===== src/rtl/lvds_pkg.sv =====
// Shared types and default constants for the LVDS transmit framer.
package lvds_pkg;

  typedef enum logic [1:0] {
    ST_RST_HOLD = 2'd0,
    ST_TRAIN    = 2'd1,
    ST_DATA     = 2'd2
  } state_e;

  localparam int unsigned DATA_WIDTH_DEF   = 10;
  localparam int unsigned RST_CYCLES_DEF   = 8;
  localparam int unsigned TRAIN_CYCLES_DEF = 256;

  // A training length of zero would never let the link come up; treat it as one.
  function automatic int unsigned train_len(input int unsigned n);
    return (n == 32'd0) ? 32'd1 : n;
  endfunction

endpackage


===== src/rtl/lvds_tx_framer_if.sv =====
// User word stream into the framer: valid/ready handshake plus payload.
interface lvds_tx_framer_if
  import lvds_pkg::*;
#(
  parameter int unsigned DATA_WIDTH = DATA_WIDTH_DEF
) ();

  logic [DATA_WIDTH-1:0] s_tdata;
  logic                  s_tvalid;
  logic                  s_tready;

  modport master (output s_tdata, output s_tvalid, input s_tready);
  modport slave  (input s_tdata, input s_tvalid, output s_tready);

endinterface


===== src/rtl/lvds_tx_framer.sv =====
// Word framer ahead of an LVDS serializer: holds the serializer in reset,
// sends the training pattern until the partner is aligned, then streams user words.
module lvds_tx_framer
  import lvds_pkg::*;
#(
  parameter int unsigned DATA_WIDTH   = DATA_WIDTH_DEF,
  parameter int unsigned RST_CYCLES   = RST_CYCLES_DEF,
  parameter int unsigned TRAIN_CYCLES = TRAIN_CYCLES_DEF
) (
  input  logic                  clk,
  input  logic                  reset,
  input  logic                  train_req,
  input  logic [DATA_WIDTH-1:0] pattern,
  input  logic [DATA_WIDTH-1:0] idle_word,
  lvds_tx_framer_if.slave       s_axis,
  output logic [DATA_WIDTH-1:0] tx_data,
  output logic                  oserdes_rst,
  output logic                  training,
  output logic                  link_up,
  output logic [15:0]           word_cnt
);

  localparam int unsigned TRAIN_LEN = train_len(TRAIN_CYCLES);
  localparam int unsigned RST_W     = $clog2(RST_CYCLES + 1);
  localparam int unsigned TRN_W     = $clog2(TRAIN_LEN + 1);

  localparam logic [RST_W-1:0] RST_LAST = RST_W'(RST_CYCLES - 1);
  localparam logic [TRN_W-1:0] TRN_LAST = TRN_W'(TRAIN_LEN - 1);
  localparam logic [TRN_W-1:0] TRN_MAX  = TRN_W'(TRAIN_LEN);

  state_e                state_q, state_d;
  logic [RST_W-1:0]      rst_cnt_q, rst_cnt_d;
  logic [TRN_W-1:0]      trn_cnt_q, trn_cnt_d;
  logic [DATA_WIDTH-1:0] tx_data_q, tx_data_d;
  logic                  oserdes_rst_q, oserdes_rst_d;
  logic                  training_q, training_d;
  logic                  link_up_q, link_up_d;
  logic [15:0]           word_cnt_q, word_cnt_d;

  logic                  ready_c;
  logic                  xfer_c;

  // Ready only in DATA, dropped the same cycle a retrain or reset is requested.
  assign ready_c         = (state_q == ST_DATA) && !train_req && !reset;
  assign xfer_c          = ready_c && s_axis.s_tvalid;
  assign s_axis.s_tready = ready_c;

  // State register.
  always_ff @(posedge clk) begin
    if (reset) begin
      state_q <= ST_RST_HOLD;
    end else begin
      state_q <= state_d;
    end
  end

  // Next-state logic; the train counter includes the current cycle, hence TRN_LAST.
  always_comb begin
    state_d = state_q;
    unique case (state_q)
      ST_RST_HOLD: if (rst_cnt_q == RST_LAST)                state_d = ST_TRAIN;
      ST_TRAIN:    if ((trn_cnt_q >= TRN_LAST) && !train_req) state_d = ST_DATA;
      ST_DATA:     if (train_req)                             state_d = ST_TRAIN;
      default:                                                state_d = ST_RST_HOLD;
    endcase
  end

  // Output and counter next values, decoded from the state being entered.
  always_comb begin
    rst_cnt_d     = '0;
    trn_cnt_d     = '0;
    tx_data_d     = '0;
    oserdes_rst_d = 1'b0;
    training_d    = 1'b0;
    link_up_d     = 1'b0;
    word_cnt_d    = word_cnt_q + 16'(xfer_c);

    if (state_q == ST_RST_HOLD) begin
      rst_cnt_d = rst_cnt_q + RST_W'(1);
    end
    if (state_q == ST_TRAIN) begin
      trn_cnt_d = (trn_cnt_q == TRN_MAX) ? trn_cnt_q : trn_cnt_q + TRN_W'(1);
    end

    unique case (state_d)
      ST_RST_HOLD: begin
        oserdes_rst_d = 1'b1;
      end
      ST_TRAIN: begin
        training_d = 1'b1;
        tx_data_d  = pattern;
      end
      ST_DATA: begin
        link_up_d = 1'b1;
        tx_data_d = xfer_c ? s_axis.s_tdata : idle_word;
      end
      default: begin
        oserdes_rst_d = 1'b1;
      end
    endcase
  end

  // Registered outputs and counters.
  always_ff @(posedge clk) begin
    if (reset) begin
      rst_cnt_q     <= '0;
      trn_cnt_q     <= '0;
      tx_data_q     <= '0;
      oserdes_rst_q <= 1'b1;
      training_q    <= 1'b0;
      link_up_q     <= 1'b0;
      word_cnt_q    <= '0;
    end else begin
      rst_cnt_q     <= rst_cnt_d;
      trn_cnt_q     <= trn_cnt_d;
      tx_data_q     <= tx_data_d;
      oserdes_rst_q <= oserdes_rst_d;
      training_q    <= training_d;
      link_up_q     <= link_up_d;
      word_cnt_q    <= word_cnt_d;
    end
  end

  assign tx_data     = tx_data_q;
  assign oserdes_rst = oserdes_rst_q;
  assign training    = training_q;
  assign link_up     = link_up_q;
  assign word_cnt    = word_cnt_q;

endmodule

===== src/flat_wrapper.sv =====
// flat-port wrapper written by rule: the top's interface ports become plain ports
module lvds_tx_framer_flat import lvds_pkg::*;
#(
  parameter int unsigned DATA_WIDTH   = DATA_WIDTH_DEF,
  parameter int unsigned RST_CYCLES   = RST_CYCLES_DEF,
  parameter int unsigned TRAIN_CYCLES = TRAIN_CYCLES_DEF
)
  (clk, reset, train_req, pattern, idle_word, tx_data, oserdes_rst, training, link_up, word_cnt, s_axis_s_tdata, s_axis_s_tvalid, s_axis_s_tready);
  lvds_tx_framer_if #(.DATA_WIDTH(DATA_WIDTH)) s_axis_i ();
  input  logic clk;
  input  logic reset;
  input  logic train_req;
  input  logic [DATA_WIDTH-1:0] pattern;
  input  logic [DATA_WIDTH-1:0] idle_word;
  output logic [DATA_WIDTH-1:0] tx_data;
  output logic oserdes_rst;
  output logic training;
  output logic link_up;
  output logic [15:0] word_cnt;
  input wire logic [$bits(s_axis_i.s_tdata)-1:0] s_axis_s_tdata;
  input wire logic [$bits(s_axis_i.s_tvalid)-1:0] s_axis_s_tvalid;
  output wire logic [$bits(s_axis_i.s_tready)-1:0] s_axis_s_tready;
  assign s_axis_i.s_tdata = s_axis_s_tdata;
  assign s_axis_i.s_tvalid = s_axis_s_tvalid;
  assign s_axis_s_tready = s_axis_i.s_tready;
  lvds_tx_framer #(.DATA_WIDTH(DATA_WIDTH), .RST_CYCLES(RST_CYCLES), .TRAIN_CYCLES(TRAIN_CYCLES)) u_core (.clk(clk), .reset(reset), .train_req(train_req), .pattern(pattern), .idle_word(idle_word), .s_axis(s_axis_i), .tx_data(tx_data), .oserdes_rst(oserdes_rst), .training(training), .link_up(link_up), .word_cnt(word_cnt));
endmodule

===== config.mk =====
export PLATFORM = sky130hd
export DESIGN_NAME = lvds_tx_framer_flat
export DESIGN_NICKNAME = d
export VERILOG_FILES = /design/src/rtl/lvds_pkg.sv /design/src/rtl/lvds_tx_framer_if.sv /design/src/rtl/lvds_tx_framer.sv /design/src/flat_wrapper.sv
export SDC_FILE = /design/constraint.sdc
export NUM_CORES = 1
export LEC_CHECK = 0
export BUFFER_PORTS_ARGS = -buffer_cell sky130_fd_sc_hd__buf_2
export CORE_MARGIN = 3
export CORE_UTILIZATION = 40
export CTS_CLUSTER_SIZE = 10
export DETAILED_ROUTE_END_ITERATION = 12
export GPL_TIMING_DRIVEN = 0
export PLACE_DENSITY = 0.62
export SYNTH_ARGS = -nofsm -noshare
export SYNTH_HDL_FRONTEND = slang
export SYNTH_SLANG_ARGS = --single-unit

===== constraint.sdc =====
create_clock -name clk -period 3.9 [get_ports clk]
set_clock_uncertainty 0.1 [all_clocks]
set_input_delay 0.39 -clock clk [delete_from_list [all_inputs] [get_ports clk]]
set_output_delay 0.39 -clock clk [all_outputs]
set_load 0.005 [all_outputs]

After elaboration in Yosys (flattened, before gate mapping)
Cells that the tools add are included.
- register bits after elaboration: 44
- latch bits: 0
- memory bits (writable): 0
- ROM bits: 0
- bits of input ports: 34
- memories: 0
- add/sub/neg operators: 3
- $mul: 0
- div/mod/pow operators: 0
- $lt $le $gt $ge: 1
- equality and inequality tests: 6
- shifts and indexed selects: 0
- muxes and demuxes: 9
- bitwise logic cells: 2
- reduce and logical (&&, ||, !) cells: 10
- operators by type and width (kind ; count):
    $pmux W10 S2 ; 1
    $add A16 B1 Y16 ; 1
    $mux W10 ; 1
    $add A9 B1 Y9 const B ; 1
    $eq A9 B9 Y1 const B ; 1
    $ge A9 B8 Y1 const B ; 1
    $mux W2 ; 3
    $pmux W2 S3 ; 1
    $reduce_or A2 Y1 ; 3
    $add A4 B1 Y4 const B ; 1
    $eq A2 B1 Y1 const B ; 2
    $eq A2 B2 Y1 const B ; 2
    $eq A4 B3 Y1 const B ; 1
    $logic_and A1 B1 Y1 ; 4
    $mux W1 ; 3
    $logic_not A1 Y1 ; 2
    $logic_not A2 Y1 ; 1
    $not A1 Y1 ; 2

Longest topological paths before layout
Gate-level depths: netlist (run 1).
- depth after elaboration: 7
- depth in mapped cells: 14
- gate-level depth less buffers: 13

Worst setup path before layout (run 1)
OpenSTA, ideal clock, no wires.
- kind: flip-flop to flip-flop
- from: reg u_core.trn_cnt_q[0]
- to: reg u_core.tx_data_q[7], in the netlist u_core.tx_data[7]
- library setup time: 0.061 ns
- data arrival time: 2.281 ns
- data required time: 3.739 ns
- path slack: 1.458 ns
- stages on the path, launching flop included: 14
- path buffers: 1
- period minus slack after synthesis: 2.442 ns
- cell sequence: dfxtp_1 > ha_1 > nand3_1 > nor2_1 > ha_1 > nor2_1 > o21ai_1 > a21oi_1 > nor2_1 > ha_1 > nor2_1 > and2_1 > clkbuf_1 > a32o_1
- longest elaborated chain between the ends: 6
- elaborated cells on any way between the ends: 7
- RTL lines (element ; RTL line ; RTL):
    from (decl) ; lvds_tx_framer.sv:33 ; logic [TRN_W-1:0] trn_cnt_q, trn_cnt_d;
    from (signal assigned) ; lvds_tx_framer.sv:115 ; trn_cnt_q <= trn_cnt_d;
    $ge A9 B8 Y1 * ; lvds_tx_framer.sv:62 ; ST_TRAIN: if ((trn_cnt_q >= TRN_LAST) && !train_req) state_d = ST_DATA;
    $logic_and A1 B1 Y1 * ; lvds_tx_framer.sv:62 ;
    $mux W2 * ; lvds_tx_framer.sv:62 ;
    $pmux W2 S3 * ; lvds_tx_framer.sv:60 ; unique case (state_q)
    named net u_core.state_d[1] ; lvds_tx_framer.sv:31 ; state_e state_q, state_d;
    $eq A2 B2 Y1 / $eq A2 B1 Y1 (equally long branches) ; lvds_tx_framer.sv:85 ; unique case (state_d)
    $pmux W10 S2 * ; lvds_tx_framer.sv:85 ;
    to (signal assigned) ; lvds_tx_framer.sv:116 ; tx_data_q <= tx_data_d;
    to (decl) ; lvds_tx_framer.sv:34 ; logic [DATA_WIDTH-1:0] tx_data_q, tx_data_d;
Mark *: on every way through the listed nets, which the timed path passes. The rest lies on a longest branch.
A chain may end at the register's enable or synchronous reset.

Worst setup path after layout (run 1)
- from: reg u_core.trn_cnt_q[0]
- to: reg u_core.tx_data_q[6], in the netlist u_core.tx_data[6]
Same word-level chain as after synthesis.

==> results.yml, run 1 <==
synth:
  synth-compound-area-share_pct: 6.37
  synth-main-ff-cell: "dfxtp_1"
  syn_nets: 256
  async_reset_ff_share_pct: 0
  synth_edf_count: 0
  synthSimpleGateAreaFrac_pct: 26.1
  yosys_warnings: 0
  synth-seq-cells: 44
  synth_seq_area_share_pct: 44.9
  synth_xor_area_share_pct: 8.48
  synth_top_family_by_area: "simple AND/OR/NAND/NOR gates"
  synth_area_sq_um: 1960
  synth-adder-area-share_pct: 5.74
  synth_mux_area_share_pct: 5.74
  synth.distinct_cells: 37
  postSynthCellCount: 213
  syn_avg_cell_area_sq_um: 9.22
placed_design:
  portBuffers: 63
  gp_congestion: 0.781
  pre_cts_ws_ps: 1010
  dp_hpwl_um: 3040
critical_path:
  reg2reg_to: "u_core.tx_data[6]"
  crit_path_start: "u_core.trn_cnt_q[0]"
  start_kind: "register"
  criticalPathCategory: "reg -> reg"
  worstPathArrival_ps: 3000
  worst-path-max-fanout: 10
  worstReg2RegStart: "u_core.trn_cnt_q[0]"
  critical_path_required_ps: 4020
  cp-end-kind: "register"
  r2r_slack_ps: 1020
  rr_worst_depth: 14
power_and_ir_drop:
  peakVddDrop_mv: 0.169
  intPower_uw: 614
  power_density_nw_per_um2: 320
  clkPwrFrac_pct: 37.4
  power.share.switching_pct: 21.9
  pwr-share-seq_pct: 58.0
  leakagePower_uw: 0.00112
  comb_power_share_pct: 4.6
  p_sw_uw: 172
detailed_routing:
  first_pass_iters: 4
  drc: 0
  wl_per_cell_um: 11.5
  postRouteAntennaNets: 0
  num_vias: 1658
  wl_um: 4020
  drt_iter0_markers: 37
  via_per_inst: 4.75
clock_tree:
  h-tree-depth: 2
  clock-root-buffer: "clkbuf_8"
  path_clk_slew_ps: 80
  cts-resized-gates: 0
  post_cts_buffers: 0
  cts_sinks: 44
  cts-hold-fix-buffers: 0
  cts_tree: "done"
  clk_path_buf_depth: 2
  cts_buffers: 5
  insertion_delay_ps: 300
timing:
  grt_setup_unrepaired: "false"
  tns_ps: 0
  setup_viol_count_final: 0
  period_needed_ps: 2880
  worst_slack_ps: 1020
  fin_crit_sh_pct: 74.0
  max_slew_margin_pct: 70.3
  tightest_slew_ps: 445
  fmax_mhz: 347
  slew_violations: 0
  finalHoldViolCount: 0
floorplanning:
  initial_core_util_pct: 43.3
  fp.dieW_um: 76.1
  coreArea_sq_um: 4530
  die_area_sq_um: 5780
  rows: 24
  ios: 64
  die_y_um: 76.1
final_layout:
  area_delta_synth_final_pct: 24.9
  nFillCells: 435
  diodes: 0
  seq_area_sq_um: 881
  final_layout_size_suffix_gt1_share_pct: 27.1
  multi_input_area_sq_um: 1030
  nNetsFinal: 326
grt:
  grt_usage_pct: 14.6
  grt_pass1_vias: 1613
  grt_pass1_wl_um: 7030
  grt_max_degree: 14
  grt_antenna_before_repair: 0
  global_route.overflow_total: 0
run_status:
  outcome: "completed"
run:
  drv_cap: 0
worst_hold_path:
  whs_endpoint: "u_core.tx_data[5]"
  holdPathStages: 3
  min_from: "pattern[5]"
  hold_path.class: "in -> reg"
==> synthesized netlist by cell type (2+ instances only) <==
| library cell | instances | area, sq um |
|---|---|---|
| clkbuf_1 | 4 | 15.0 |
| o21ai_1 | 13 | 65.1 |
| xnor2_1 | 7 | 61.3 |
| ha_1 | 9 | 113 |
| or3_1 | 3 | 18.8 |
| and3_1 | 3 | 18.8 |
| nor3_1 | 2 | 10.0 |
| nand2_1 | 18 | 67.6 |
| nand2b_1 | 3 | 18.8 |
| and4_1 | 2 | 17.5 |
| nand3_1 | 13 | 65.1 |
| mux2_1 | 2 | 22.5 |
| nand4_1 | 5 | 31.3 |
| nor2_1 | 26 | 97.6 |
| mux2i_1 | 9 | 90.1 |
| inv_1 | 6 | 22.5 |
| a21oi_1 | 7 | 35.0 |
| nor2b_1 | 8 | 50.1 |
| dfxtp_1 | 44 | 881 |
| xor2_1 | 12 | 105 |
==> critical path, stage by stage, from the launching register on <==
cell	delay, ps
dfxtp_1	390
ha_1	290
nand3_1	100
nor2_1	40
ha_1	170
nor2_1	80
o21ai_1	90
o21ai_1	230
inv_1	100
ha_1	290
nor2_1	230
and2_1	160
clkbuf_1	340
nand2_1	90
o21ai_1	100
==> per-stage QoR <==
| stage | hold WS (ps) | total power (uW) | cell area (sq um) | util (%) | cells |
|---|---|---|---|---|---|
| after floorplan | 318 | 481 | 1960 | - | 213 |
| after global placement | 332 | 502 | 2360 | 52.0 | 341 |
| after detailed placement | 338 | 503 | 2360 | 52.0 | 341 |
| after CTS | 186 | 798 | 2450 | 54.1 | 349 |
| after global routing | 182 | 822 | 2450 | 54.1 | 349 |
| final | 195 | 786 | 2450 | 54.1 | 349 |
==> cell type report <==
cell class	instances	share of cell area [%]
inverter	7	1.07
clock buffer	6	3.37
clock inverter	2	0.408
sequential	44	35.9
buffer	6	1.12
multi-input combinational	156	41.9
tap	65	3.32
timing repair buffer	63	12.9
==> per-layer routing <==
metal  track usage [%]  up-vias  share of wire [%]
met5                 0        -                  0
met4              3.80        0                1.1
met3              5.79        7                8.6
met2              24.2       54                 44
met1              17.6      736                 46
li1                  -      861                  -
==> cells in the final DEF, fill, tap and decap left out, types with 4 or more instances in the layout <==
cell / Yosys / final
buf_2: 1 / 64
dfxtp_1: 44 / 44
nor2_1: 26 / 26
nand2_1: 18 / 18
o21ai_1: 13 / 13
nand3_1: 13 / 13
xor2_1: 12 / 12
mux2i_1: 9 / 9
ha_1: 9 / 9
nor2b_1: 8 / 8
a21oi_1: 7 / 7
xnor2_1: 7 / 7
inv_1: 6 / 6
clkbuf_8: 0 / 6
nand4_1: 5 / 5
clkbuf_1: 4 / 4
==> power by group through the flow <==
stage	Clock [uW]	Sequential (uW)	Combinational, uW
2_1_floorplan	0	466	15.0
3_3_place_gp	0	466	36.2
3_5_place_dp	0	466	36.7
4_1_cts	305	456	36.8
5_1_grt	323	456	42.1
6_report	294	456	36.2
==> cell families after synthesis <==
logic type / Yosys count
buf+inv: 13
compound gates: 23
fa+ha+maj: 9
xor+xnor: 19
simple gates: 94
mux: 11
flops: 44
==> how the worst max path moves through the flow <==
stage,endpoint,slack (ps)
after floorplan,u_core.tx_data[7],1460
after global routing,u_core.tx_data[6],580
after global placement,u_core.tx_data[6],1020
after CTS,u_core.tx_data[6],960
after detailed placement,u_core.tx_data[6],1010
final,u_core.tx_data[6],1020
==> state kept, by name, summed over array words and instances (netlist names) <==
register            count
u_core.oserdes_rst      1
u_core.word_cnt        16
u_core.rst_cnt_q        4
u_core.link_up          1
u_core.state_q          2
u_core.tx_data         10
u_core.trn_cnt_q        9
u_core.training         1
Note: power is estimated with default switching activity, not from simulation.
==> run 2, diff against run 1 <==
--- a/config.mk
+++ b/config.mk
@@ -5,6 +5,7 @@
 export SDC_FILE = /design/constraint.sdc
 export NUM_CORES = 1
 export LEC_CHECK = 0
+export ABC_AREA = 1
 export BUFFER_PORTS_ARGS = -buffer_cell sky130_fd_sc_hd__buf_2
 export CORE_MARGIN = 3
 export CORE_UTILIZATION = 40
==> constraint.sdc (replaced) <==
create_clock -name clk -period 2.7 [get_ports clk]
set_clock_uncertainty 0.1 [all_clocks]
set_input_delay 0.27 -clock clk [delete_from_list [all_inputs] [get_ports clk]]
set_output_delay 0.27 -clock clk [all_outputs]
set_load 0.005 [all_outputs]
==> run 2 against run 1 <==
Compared with the run above: fmax is 15% higher; register-to-register slack worse by 820 ps; wire length is 21% higher; synthesized cell count is 38% higher; cell area is 10% higher; count of clock-buffer cells in the layout is 1 higher; combinational power is 69% higher; clock power is 50% higher; sequential power is 43% higher; sequential share of layout area is 3.0 points lower.
==> results.yml, run 2 <==
timing:
  tightest_slew_ps: 488
  fin_crit_sh_pct: 92.8
  worst_slack_ps: 193
  fmax_mhz: 399
  period_needed_ps: 2510
  hold_slack_ps: 106
  setup_viol_count_final: 0
  max_slew_margin_pct: 67.4
  slew_violations: 0
  finalHoldViolCount: 0
  tns_ps: 0
synth:
  synth_area_sq_um: 2140
  postSynthCellCount: 295
  synth_top_area_share_pct: 41.2
  syn_avg_cell_area_sq_um: 7.24
  yosys_warnings: 0
  synth_edf_count: 0
  synth-seq-cells: 44
  synth.most_common_cell: "nand2_1"
  netlist_top_cells_area: "dfxtp_1 (41%), nand2_1 (12%), inv_1 (8.6%), nor2_1 (6.3%), a21oi_1 (5.4%)"
  async_reset_ff_share_pct: 0
  synth.distinct_cells: 29
  synthTopCellsByCount: "nand2_1 (68), inv_1 (49), dfxtp_1 (44)"
  synth-main-ff-cell: "dfxtp_1"
  syn_nets: 338
  synth_area_leader_cell: "dfxtp_1"
  synth_seq_area_share_pct: 41.2
final_layout:
  design_area_sq_um: 2700
  final_cell_mix: "nand2_1 (67), buf_2 (65), inv_1 (49), dfxtp_1 (42), nor2_1 (36)"
  area_delta_synth_final_pct: 26.5
  final_layout_size_suffix_gt1_share_pct: 28.8
  nNetsFinal: 411
  final_common_cell: "nand2_1"
  diodes: 0
  largest_register_ffs: 16
worst_hold_path:
  whs_endpoint: "u_core.tx_data[2]"
  hold_path.class: "in -> reg"
  holdPathStages: 3
  min_from: "pattern[2]"
critical_path:
  worstPathArrival_ps: 2640
  r2r_slack_ps: 190
  criticalPathCategory: "reg -> reg"
  rr_worst_depth: 16
  worst-path-max-fanout: 5
  cp-end-kind: "register"
  critical_path_required_ps: 2830
  worstReg2RegStart: "u_core.trn_cnt_q[0]"
  start_kind: "register"
  reg2reg_to: "u_core.tx_data[3]"
placed_design:
  gp_congestion: 0.815
  dp_hpwl_um: 3690
  dpl-instance-area_sq_um: 2530
  pre_cts_ws_ps: -162
  portBuffers: 63
floorplanning:
  initial_core_util_pct: 43.2
  die_area_sq_um: 6250
  fp.dieW_um: 79.1
  coreArea_sq_um: 4940
  rows: 25
  ios: 64
  die_y_um: 79.1
clock_tree:
  insertion_delay_ps: 300
  h-tree-depth: 2
  path_clk_slew_ps: 80
  cts_sinks: 44
  clk_path_buf_depth: 2
  cts_buffers: 5
  cts_tree: "done"
  clock-root-buffer: "clkbuf_8"
grt:
  grt_usage_pct: 16.2
  grt_pass1_wl_um: 8000
  global_route.overflow_total: 0
  grt_pass1_vias: 1807
  grt_antenna_before_repair: 0
  grt_max_degree: 13
power_and_ir_drop:
  leakagePower_uw: 0.00124
  peakVddDrop_mv: 0.231
  finalPower_uw: 1150
  power_density_nw_per_um2: 427
detailed_routing:
  postRouteAntennaNets: 0
  wl_um: 4840
  via_per_inst: 4.57
  num_vias: 1989
  drt_iter0_markers: 72
  first_pass_iters: 4
  drc: 0
  wl_per_cell_um: 11.1
run_status:
  outcome: "completed"
run:
  drv_cap: 0
-- run 2: worst max-delay path by stage --
stage	from	end	slack, ps
CTS	u_core.trn_cnt_q[1]	u_core.tx_data[1]	20
finish	u_core.trn_cnt_q[0]	u_core.tx_data[3]	190
global route	u_core.trn_cnt_q[0]	u_core.tx_data[3]	-1
floorplan	u_core.trn_cnt_q[0]	u_core.tx_data[1]	170
global placement	u_core.trn_cnt_q[0]	u_core.tx_data[1]	-160
detailed placement	u_core.trn_cnt_q[0]	u_core.tx_data[8]	-160
-- run 2: through the flow --
step           instances  utilization (%)
2_1_floorplan        295                -
3_3_place_gp         425             51.3
3_5_place_dp         425             51.3
4_1_cts              432             53.4
5_1_grt              435             54.7
6_report             435             54.7
-- run 2: power breakdown --
group          leakage, uW  internal, uW  switching [uW]  total (uW)
logic             0.000831          30.7            30.4        61.1
registers         0.000357           650            2.77         653
clock network    0.0000503           228             212         440
total              0.00124           909             245        1150
-- run 2: layout make-up --
cell class                 instances  area (sq um)
fill                             510          2240
multi-input combinational        194          1050
sequential                        44           888
timing repair buffer              66           338
inverter                          50           188
clock buffer                       7          96.3
tap                               67          83.8
buffer                             7          52.6
-- run 2: metal layers --
metal	wire length [um]	track usage (%)
met5	0	0
met4	91	7.39
met3	198	3.97
met2	2330	25.9
met1	2220	20.4
-- run 2: critical path, cell delays in order (launching register included) --
cell,delay [ps]
dfxtp_4,380
ha_4,150
nand3_2,90
nor3_2,210
nand2_1,100
nor2_1,110
ha_1,140
nor2_1,40
nand2_2,70
nand2_2,60
nand2_1,70
nand2_1,60
nand2_2,90
ha_1,230
or2_4,270
buf_4,160
a21oi_1,110
-- run 2: kinds of logic (layout without fill, tap and decap cells) --
group	after synthesis	after routing	synth area share [%]
buffers and inverters	57	130	10.8
flip-flops	44	44	41.2
XOR/XNOR	1	1	0.410
AND/OR/NAND/NOR	134	134	27.5
AO/OA/AOI/OAI	50	50	14.7
adder cells (fa/ha/maj)	9	9	5.27
-- run 2: what timing repair did --
item | 4_1_cts | 5_1_grt
setup buffers | 0 | 2
resized for setup | 4 | 15
endpoints found under the setup margin | 10 | 12
pin swaps | 0 | 4
gates cloned | 0 | 1
hold buffers | 0 | 0
